File: src/rtl/aes_round_ctrl.sv
// ---------------------------------------------------------------------------
// aes_round_ctrl
//   Iterative AES-128 encryption sequencer. It accepts one plaintext block,
//   applies the initial AddRoundKey itself, then drives a shared external
//   round datapath ten times: nine full rounds and one last round without
//   MixColumns. Round keys come from a synchronous round-key store. The
//   ciphertext is presented on a valid/ready handshake.
//
//   State table:
//     state  | meaning
//     IDLE   | ready for a plaintext block
//     KEY    | rk_data holds key[round_cnt]; round 0 is the local whitening
//     WAIT   | round operands presented; waiting ROUND_LAT cycles for result
//     DONE   | ciphertext valid, waiting for out_ready
//
//   Parameters:
//     ROUND_LAT    cycles rnd_result needs after the first WAIT cycle
//                  (datapath register stages + 1), legal range 1..15
//
//   Optional build macro:
//     AES_CTRL_PERF_EN  adds output blk_cnt[31:0], counting output handshakes
//
//   Ports:
//     clk, rst                     clock, synchronous active-high reset
//     in_valid/in_ready/in_data    plaintext handshake
//     rk_addr/rk_data              round-key store address (registered) / key
//     rnd_start                    one-cycle pulse, new round operands
//     rnd_last                     high for the whole WAIT of round 10
//     rnd_data_out/rnd_key_out     round operands (registered, held in WAIT)
//     rnd_result                   datapath result
//     out_valid/out_ready/out_data ciphertext handshake
//     blk_cnt                      completed blocks (AES_CTRL_PERF_EN only)
//     busy                         high in every state except IDLE
//     round_cnt                    current round 0..10
// ---------------------------------------------------------------------------
module aes_round_ctrl #(
  parameter int unsigned ROUND_LAT = 3
) (
  input  logic         clk,
  input  logic         rst,
  input  logic         in_valid,
  output logic         in_ready,
  input  logic [127:0] in_data,
  output logic [3:0]   rk_addr,
  input  logic [127:0] rk_data,
  output logic         rnd_start,
  output logic         rnd_last,
  output logic [127:0] rnd_data_out,
  output logic [127:0] rnd_key_out,
  input  logic [127:0] rnd_result,
  output logic         out_valid,
  input  logic         out_ready,
  output logic [127:0] out_data,
`ifdef AES_CTRL_PERF_EN
  output logic [31:0]  blk_cnt,
`endif
  output logic         busy,
  output logic [3:0]   round_cnt
);

  typedef enum logic [1:0] {
    S_IDLE,
    S_KEY,
    S_WAIT,
    S_DONE
  } state_t;

  localparam logic [3:0] LP_LAST_ROUND = 4'd10;
  localparam logic [3:0] LP_WAIT_INIT  = 4'(ROUND_LAT - 1);

  state_t         r_fsm;
  state_t         w_fsm_nxt;
  logic [127:0]   r_state;
  logic [127:0]   r_key;
  logic [3:0]     r_rk_addr;
  logic [3:0]     r_round;
  logic [3:0]     r_wait;
  logic           r_start;
  logic           r_last;
  logic           w_accept;
  logic           w_wait_done;

  // Next-state and handshake decode
  always_comb begin
    w_fsm_nxt   = r_fsm;
    w_accept    = 1'b0;
    w_wait_done = 1'b0;
    in_ready    = 1'b0;
    out_valid   = 1'b0;
    busy        = 1'b1;
    case (r_fsm)
      S_IDLE: begin
        in_ready = 1'b1;
        busy     = 1'b0;
        if (in_valid) begin
          w_accept  = 1'b1;
          w_fsm_nxt = S_KEY;
        end
      end
      S_KEY: begin
        // Round 0 whitening stays in KEY for one more cycle to fetch key[1]
        if (r_round != 4'd0) begin
          w_fsm_nxt = S_WAIT;
        end
      end
      S_WAIT: begin
        if (r_wait == 4'd0) begin
          w_wait_done = 1'b1;
          w_fsm_nxt   = (r_round == LP_LAST_ROUND) ? S_DONE : S_KEY;
        end
      end
      S_DONE: begin
        out_valid = 1'b1;
        if (out_ready) begin
          w_fsm_nxt = S_IDLE;
        end
      end
      default: begin
        w_fsm_nxt = S_IDLE;
      end
    endcase
  end

  always_ff @(posedge clk) begin
    if (rst) begin
      r_fsm <= S_IDLE;
    end else begin
      r_fsm <= w_fsm_nxt;
    end
  end

  // Datapath registers
  always_ff @(posedge clk) begin
    if (rst) begin
      r_state   <= '0;
      r_key     <= '0;
      r_rk_addr <= '0;
      r_round   <= '0;
      r_wait    <= '0;
      r_start   <= 1'b0;
      r_last    <= 1'b0;
    end else begin
      r_start <= 1'b0;
      case (r_fsm)
        S_IDLE: begin
          if (w_accept) begin
            r_state   <= in_data;
            r_rk_addr <= 4'd0;
            r_round   <= 4'd0;
          end
        end
        S_KEY: begin
          if (r_round == 4'd0) begin
            r_state   <= r_state ^ rk_data;
            r_round   <= 4'd1;
            r_rk_addr <= 4'd1;
          end else begin
            r_key   <= rk_data;
            r_wait  <= LP_WAIT_INIT;
            r_start <= 1'b1;
            r_last  <= (r_round == LP_LAST_ROUND);
          end
        end
        S_WAIT: begin
          if (!w_wait_done) begin
            r_wait <= r_wait - 4'd1;
          end else begin
            r_state <= rnd_result;
            if (r_round == LP_LAST_ROUND) begin
              r_last <= 1'b0;
            end else begin
              r_round   <= r_round + 4'd1;
              r_rk_addr <= r_round + 4'd1;
            end
          end
        end
        default: begin
        end
      endcase
    end
  end

`ifdef AES_CTRL_PERF_EN
  logic [31:0] r_blk_cnt;
  logic        w_out_hs;

  assign w_out_hs = out_valid & out_ready;

  // Free-running count; wraps naturally at 2^32
  always_ff @(posedge clk) begin
    if (rst) begin
      r_blk_cnt <= '0;
    end else if (w_out_hs) begin
      r_blk_cnt <= r_blk_cnt + 32'd1;
    end
  end

  assign blk_cnt = r_blk_cnt;
`endif

  assign rk_addr      = r_rk_addr;
  assign round_cnt    = r_round;
  assign rnd_start    = r_start;
  assign rnd_last     = r_last;
  // The state register only changes at the end of WAIT, so it serves directly
  // as the held round operand and as the ciphertext.
  assign rnd_data_out = r_state;
  assign rnd_key_out  = r_key;
  assign out_data     = r_state;

endmodule

File: config.mk
export PLATFORM = sky130hd
export DESIGN_NAME = aes_round_ctrl
export DESIGN_NICKNAME = d
export VERILOG_FILES = /design/src/rtl/aes_round_ctrl.sv
export SDC_FILE = /design/constraint.sdc
export NUM_CORES = 1
export LEC_CHECK = 0
export ABC_AREA = 1
export CORE_AREA = 4 4 305 307
export CTS_BUF_LIST = sky130_fd_sc_hd__clkbuf_16
export DETAILED_ROUTE_END_ITERATION = 10
export DIE_AREA = 0 0 309 311
export PLACE_DENSITY = 0.5
export SLEW_MARGIN = 20
export SYNTH_ARGS = -nofsm -noshare
export SYNTH_HDL_FRONTEND = slang
export SYNTH_SLANG_ARGS = --single-unit
File: constraint.sdc
create_clock -name clk -period 2 [get_ports clk]
set_input_delay 0.4 -clock clk [delete_from_list [all_inputs] [get_ports clk]]
set_output_delay 0.4 -clock clk [all_outputs]
set_load 0.005 [all_outputs]
== Word-level counts from Yosys, hierarchy flattened ==
Cells that the tools add are included.

* Register bits: 268
* Input bits: 388
* Output and inout port bits: 397
* Word-level logic and storage cells: 70

* Add/subtract/negate cells: 2
* Equality and inequality tests: 15
* Mux-type cells: 30
* Bitwise logic cells: 3
* Reductions and logical operators: 13

{| class="wikitable"
|+ Operators with widths
! cell !! number
|-
| two-way mux 128 bit || 3
|-
| one-hot mux 128 bit (3 select lines) || 1
|-
| bitwise XOR 128 bit || 1
|-
| two-way mux 4 bit || 6
|-
| inequality test 2 bit, second input constant || 11
|-
| one-hot mux 4 bit (3 select lines) || 1
|-
| AND reduction 4 bit || 3
|-
| two-way mux 1 bit || 11
|-
| two-way mux 2 bit || 5
|-
| zero test 4 bit || 2
|-
| one-hot mux 2 bit (4 select lines) || 1
|-
| one-hot mux 4 bit (2 select lines) || 1
|-
| AND reduction 5 bit || 1
|-
| adder 4 x 1 -> 4 bit, second input constant || 1
|-
| equality test 2 bit, second input constant || 2
|-
| equality test 4 bit, second input constant || 1
|-
| nonzero test 4 bit || 1
|-
| subtractor 4 x 1 -> 4 bit, second input constant || 1
|-
| AND reduction 3 bit || 1
|-
| nonzero test 3 bit || 1
|-
| equality test 2 x 1 -> 1 bit, second input constant || 1
|-
| zero test 2 bit || 1
|-
| inverter 1 bit || 2
|-
| one-hot mux 1 bit (2 select lines) || 1
|-
| other kinds (3) || 3
|}

== Longest topological paths before layout ==
* Depth in word-level cells: 5
* Gate-level depth with buffers: 10

== Worst setup path before layout ==
OpenSTA, ideal clock, no wires.

* Path kind: register to register
* From: register r_fsm[1]
* To: register r_state[26] (netlist: out_data[26])
* Library setup time: 71 ps
* Arrival time: 1,643 ps
* Required time: 1,929 ps
* Setup slack: 286 ps
* Cell stages (with the launch flop): 10
* Buffers on the path: 2
* Path through: dfxtp_1 -> inv_1 -> ha_1 -> inv_1 -> buf_2 -> clkbuf_1 -> nand2_1 -> nand3_1 -> nand2_2 -> a21oi_2

* Cells in the longest elaborated chain, start to end: 4
* Elaborated cells on any way between the ends: 11
* Classes of those cells: eq/ne (5); mux (3); reduce/logical (3)

{| class="wikitable"
|+ RTL lines
! what !! RTL line !! source
|-
| start, declared || 71 || <nowiki>state_t r_fsm;</nowiki>
|-
| start signal, assigned || 128 || <nowiki>r_fsm <= w_fsm_nxt;</nowiki>
|-
| equality test 2 bit / zero test 2 bit (equally long branches) || 91, 144 ||
|-
| two-way mux 1 bit || 91 || <nowiki>case (r_fsm)</nowiki>
|-
| inequality test 2 bit (no source line) || - ||
|-
| AND reduction 4 bit (no source line) || - ||
|-
| end signal, assigned || 147 || <nowiki>r_state <= in_data;</nowiki>
|-
| end signal, assigned || 154 || <nowiki>r_state <= r_state ^ rk_data;</nowiki>
|-
| end signal, assigned || 168 || <nowiki>r_state <= rnd_result;</nowiki>
|-
| end, declared || 73 || <nowiki>logic [127:0] r_state;</nowiki>
|}

Parallel ways exist; a longest one is shown, timed or not.
A chain may end at the register's enable or synchronous reset.

== Final worst setup path ==
* From: register r_state[92] (netlist: out_data[92])
* To: output out_data[92]

{| class="wikitable"
|+ RTL lines
! what !! RTL line !! source
|-
| end, declared || 53 || <nowiki>output logic [127:0] out_data,</nowiki>
|}

No word-level cell between the ends.

==> out/results.txt <==
Status - finished clean
Reg2reg path depth - 10
Hold Buf Count CTS - 0
Synth cell types - 28
Nets - 3,368
Power Total - 39.4 mW
Crit-path cells - clkdlybuf4s50_1
Synth cell count leaders - 605 x nand2_1, 530 x nor2_1, 268 x dfxtp_1
CP Buf/Inv Count - 1
Overflow after GRT - 0
Synth-to-layout area growth - 66.1%
Worst path required time - 1.60 ns
Synth area leaders - dfxtp_1 35%, nand2_1 15%, nor2_1 13%, nand3_1 8.8%, buf_4 6.6%
Clock Sinks - 268
Cells after Synth - 2,318
Vias/cell - 4.13
DRT Pass-1 Iters - 5
Setup violators final - 0
Mean post-synth cell area - 6.54 sq um
Core area - 90,000 sq um
Final non-filler cell total - 4,171
Synth area leader - dfxtp_1
Tot GR Track Use - 15.4%
Seq cells post-synth - 268
Slowest-stage cell, CP - clkdlybuf4s50_1
Worst Hold Path EP - out_data[71]
Slew @ Worst Pin - 0.418 ns
Max-Cap Viols - 0
Switching pwr - 16.7 mW
R2r endpoint - out_data[41]
Die H - 311 microns
Pwr per Cell Area - 1570 nW/um^2
Clock Skew - 0.0234 ns
Worst min path class - in2reg
Crit. Startpoint - out_data[92]
Critical path's largest stage delay - 0.60 ns
Final ANT Viol Nets - 0
Root buf cell - clkbuf_16
Switching share of power - 42.3%
Row count - 110
Synth Flop Type - dfxtp_1
LEAKAGE - 9.39 nW
CP arrival - 1.54 ns
I/O pins - 785
Synth top area share - 35.4%
# DRC - 0
Ratio of final minimum period to clock period - 97.1%
Worst rel slew slack - 72.1%
Pre-CTS setup slack - -0.0804 ns
F_max - 515 MHz
R2R setup slack - 0.16 ns
Largest net degree at the start of global routing - 69
Synth warnings - 0
# fillers - 9,945
Seq pwr share - 25.8%
Initial core utilization - 16.8%
Crit Path Max Fanout - 5
Dpl hpwl - 59,400 microns
Cell with the most instances after synthesis - nand2_1
Startpoint Class - register
Via count - 17,200
Drt wl/cell - 18.6 microns
CP endpoint kind - output port
Gpl congestion - 0.886
Peak supply drop - 0.994 mV
Post-synthesis sequential area ratio - 35.4%
Async SR Flop Fraction - 0%
CTS tree - done
Max clock buf depth - 3
Vias in the first global route - 17,000
First-pass GRT wire length - 113,000 microns
Clock transition at the registers of the reported paths - 0.06 ns
Gate power share - 59.0%
FF-to-FF Start - r_fsm[0]
Clock network power share - 15.1%
RSZ-0062 raised after global routing - no
Minimum clock period - 1.94 ns
Die X - 309 microns
TritonCTS Buffers - 37
Post-synth EDFFs - 0
Die ar. - 96,100 sq um
Initial drt markers - 840
Share of layout cells above drive strength 1 - 12.6%
# H-tree levels - 2
Clk_lat worst skew - 0.54 ns
CP delay by family, top - buffers and inverters
Port-buffer cells - 784
Placed cell count - 4,103
Hold Fails Final Rpt - 0
Initial antenna violation count - 6
Worst path depth - 1
Hold path startpoint - rst
Routed WL - 77,700 microns
Max Slew Vio Count - 0
Int Pwr - 22.7 mW
Post-Syn Area - 15,100 sq um
Worst Hold Path Cells - 3
Net Count, Synth - 2,718
Fin worst setup slack - 0.0578 ns
Kind of critical path - reg2out
## sequential cells by signal (all words and copies together), names as in the netlist
name         count
r_wait           4
r_fsm            2
out_data       128
round_cnt        4
rnd_last         1
rnd_start        1
rnd_key_out    128
## cell families after synthesis
family | synth area share [%]
fa+ha+maj | 0.991
buf+inv | 12.2
flops | 35.4
simple gates | 39.9
xor+xnor | 0.116
compound gates | 11.4
## stage by stage
stage	hold slack, ns	TNS (ns)	cell area, sq um	util [%]
2_1_floorplan	0.441	0	15100	-
3_3_place_gp	0.451	-8.21	24000	26.7
3_5_place_dp	0.456	-5.55	24000	26.7
4_1_cts	0.260	0	25100	27.9
5_1_grt	0.285	0	25200	28.0
6_report	0.294	0	25200	28.0
## final cells by class
type / instances / area [sq um] / area share, %
antenna: 2 / 5.00 / 0.0199
clock buffer: 37 / 926 / 3.68
clock inverter: 27 / 116 / 0.462
inverter: 21 / 93.8 / 0.373
multi-input combinational: 1756 / 7970 / 31.7
sequential: 268 / 5430 / 21.6
tap: 1176 / 1470 / 5.85
timing repair buffer: 884 / 9150 / 36.4
## placed cells by master, fill, tap and decap left out, types with 2 or more instances in the layout
cell type and count:
diode_2 2, inv_2 4, nand2_1 605, xor2_1 2, buf_6 4, nand4_1 3, nand3_1 265, dfxtp_2 50
dlygate4sd2_1 9, clkinv_2 9, buf_12 41, clkinv_1 11, a21oi_2 100, clkbuf_16 38, dfxtp_1 217, inv_1 18
clkdlybuf4s50_1 771, nor2_1 530, o21ai_0 134, ha_1 11, a21oi_1 35, inv_4 4, buf_4 55, nand2_2 62
## power by group through the flow
stage	registers (mW)	clock network, mW	logic, mW
final	10.2	5.97	23.3
after detailed placement	10.2	0	23.6
after CTS	10.2	6.24	23.7
after floorplan	9.58	0	12.0
after global routing	10.6	6.42	25.5
after global placement	10.1	0	23.6
## how the worst max path moves through the flow
stage	end	slack [ns]
after floorplan	out_data[26]	0.29
after global placement	out_data[46]	-0.11
after detailed placement	out_data[94]	-0.08
after CTS	out_data[7]	0.0005
after global routing	out_data[5]	0.00005
final	out_data[92]	0.06
## layer usage
layer / GRT usage [%] / part of all wire (%)
met1: 18.2 / 41
met2: 27.0 / 49
met3: 4.50 / 7.9
met4: 4.13 / 2.5
met5: 0 / 0.035
## what timing repair did
item / 4_1_cts / 5_1_grt
gates cloned: 0 / 1
setup buffers: 1 / 0
setup endpoints to repair: 65 / 41
pin swaps: 1 / 1
gates resized for setup: 44 / 26
Power figures use the tool's default switching activity.
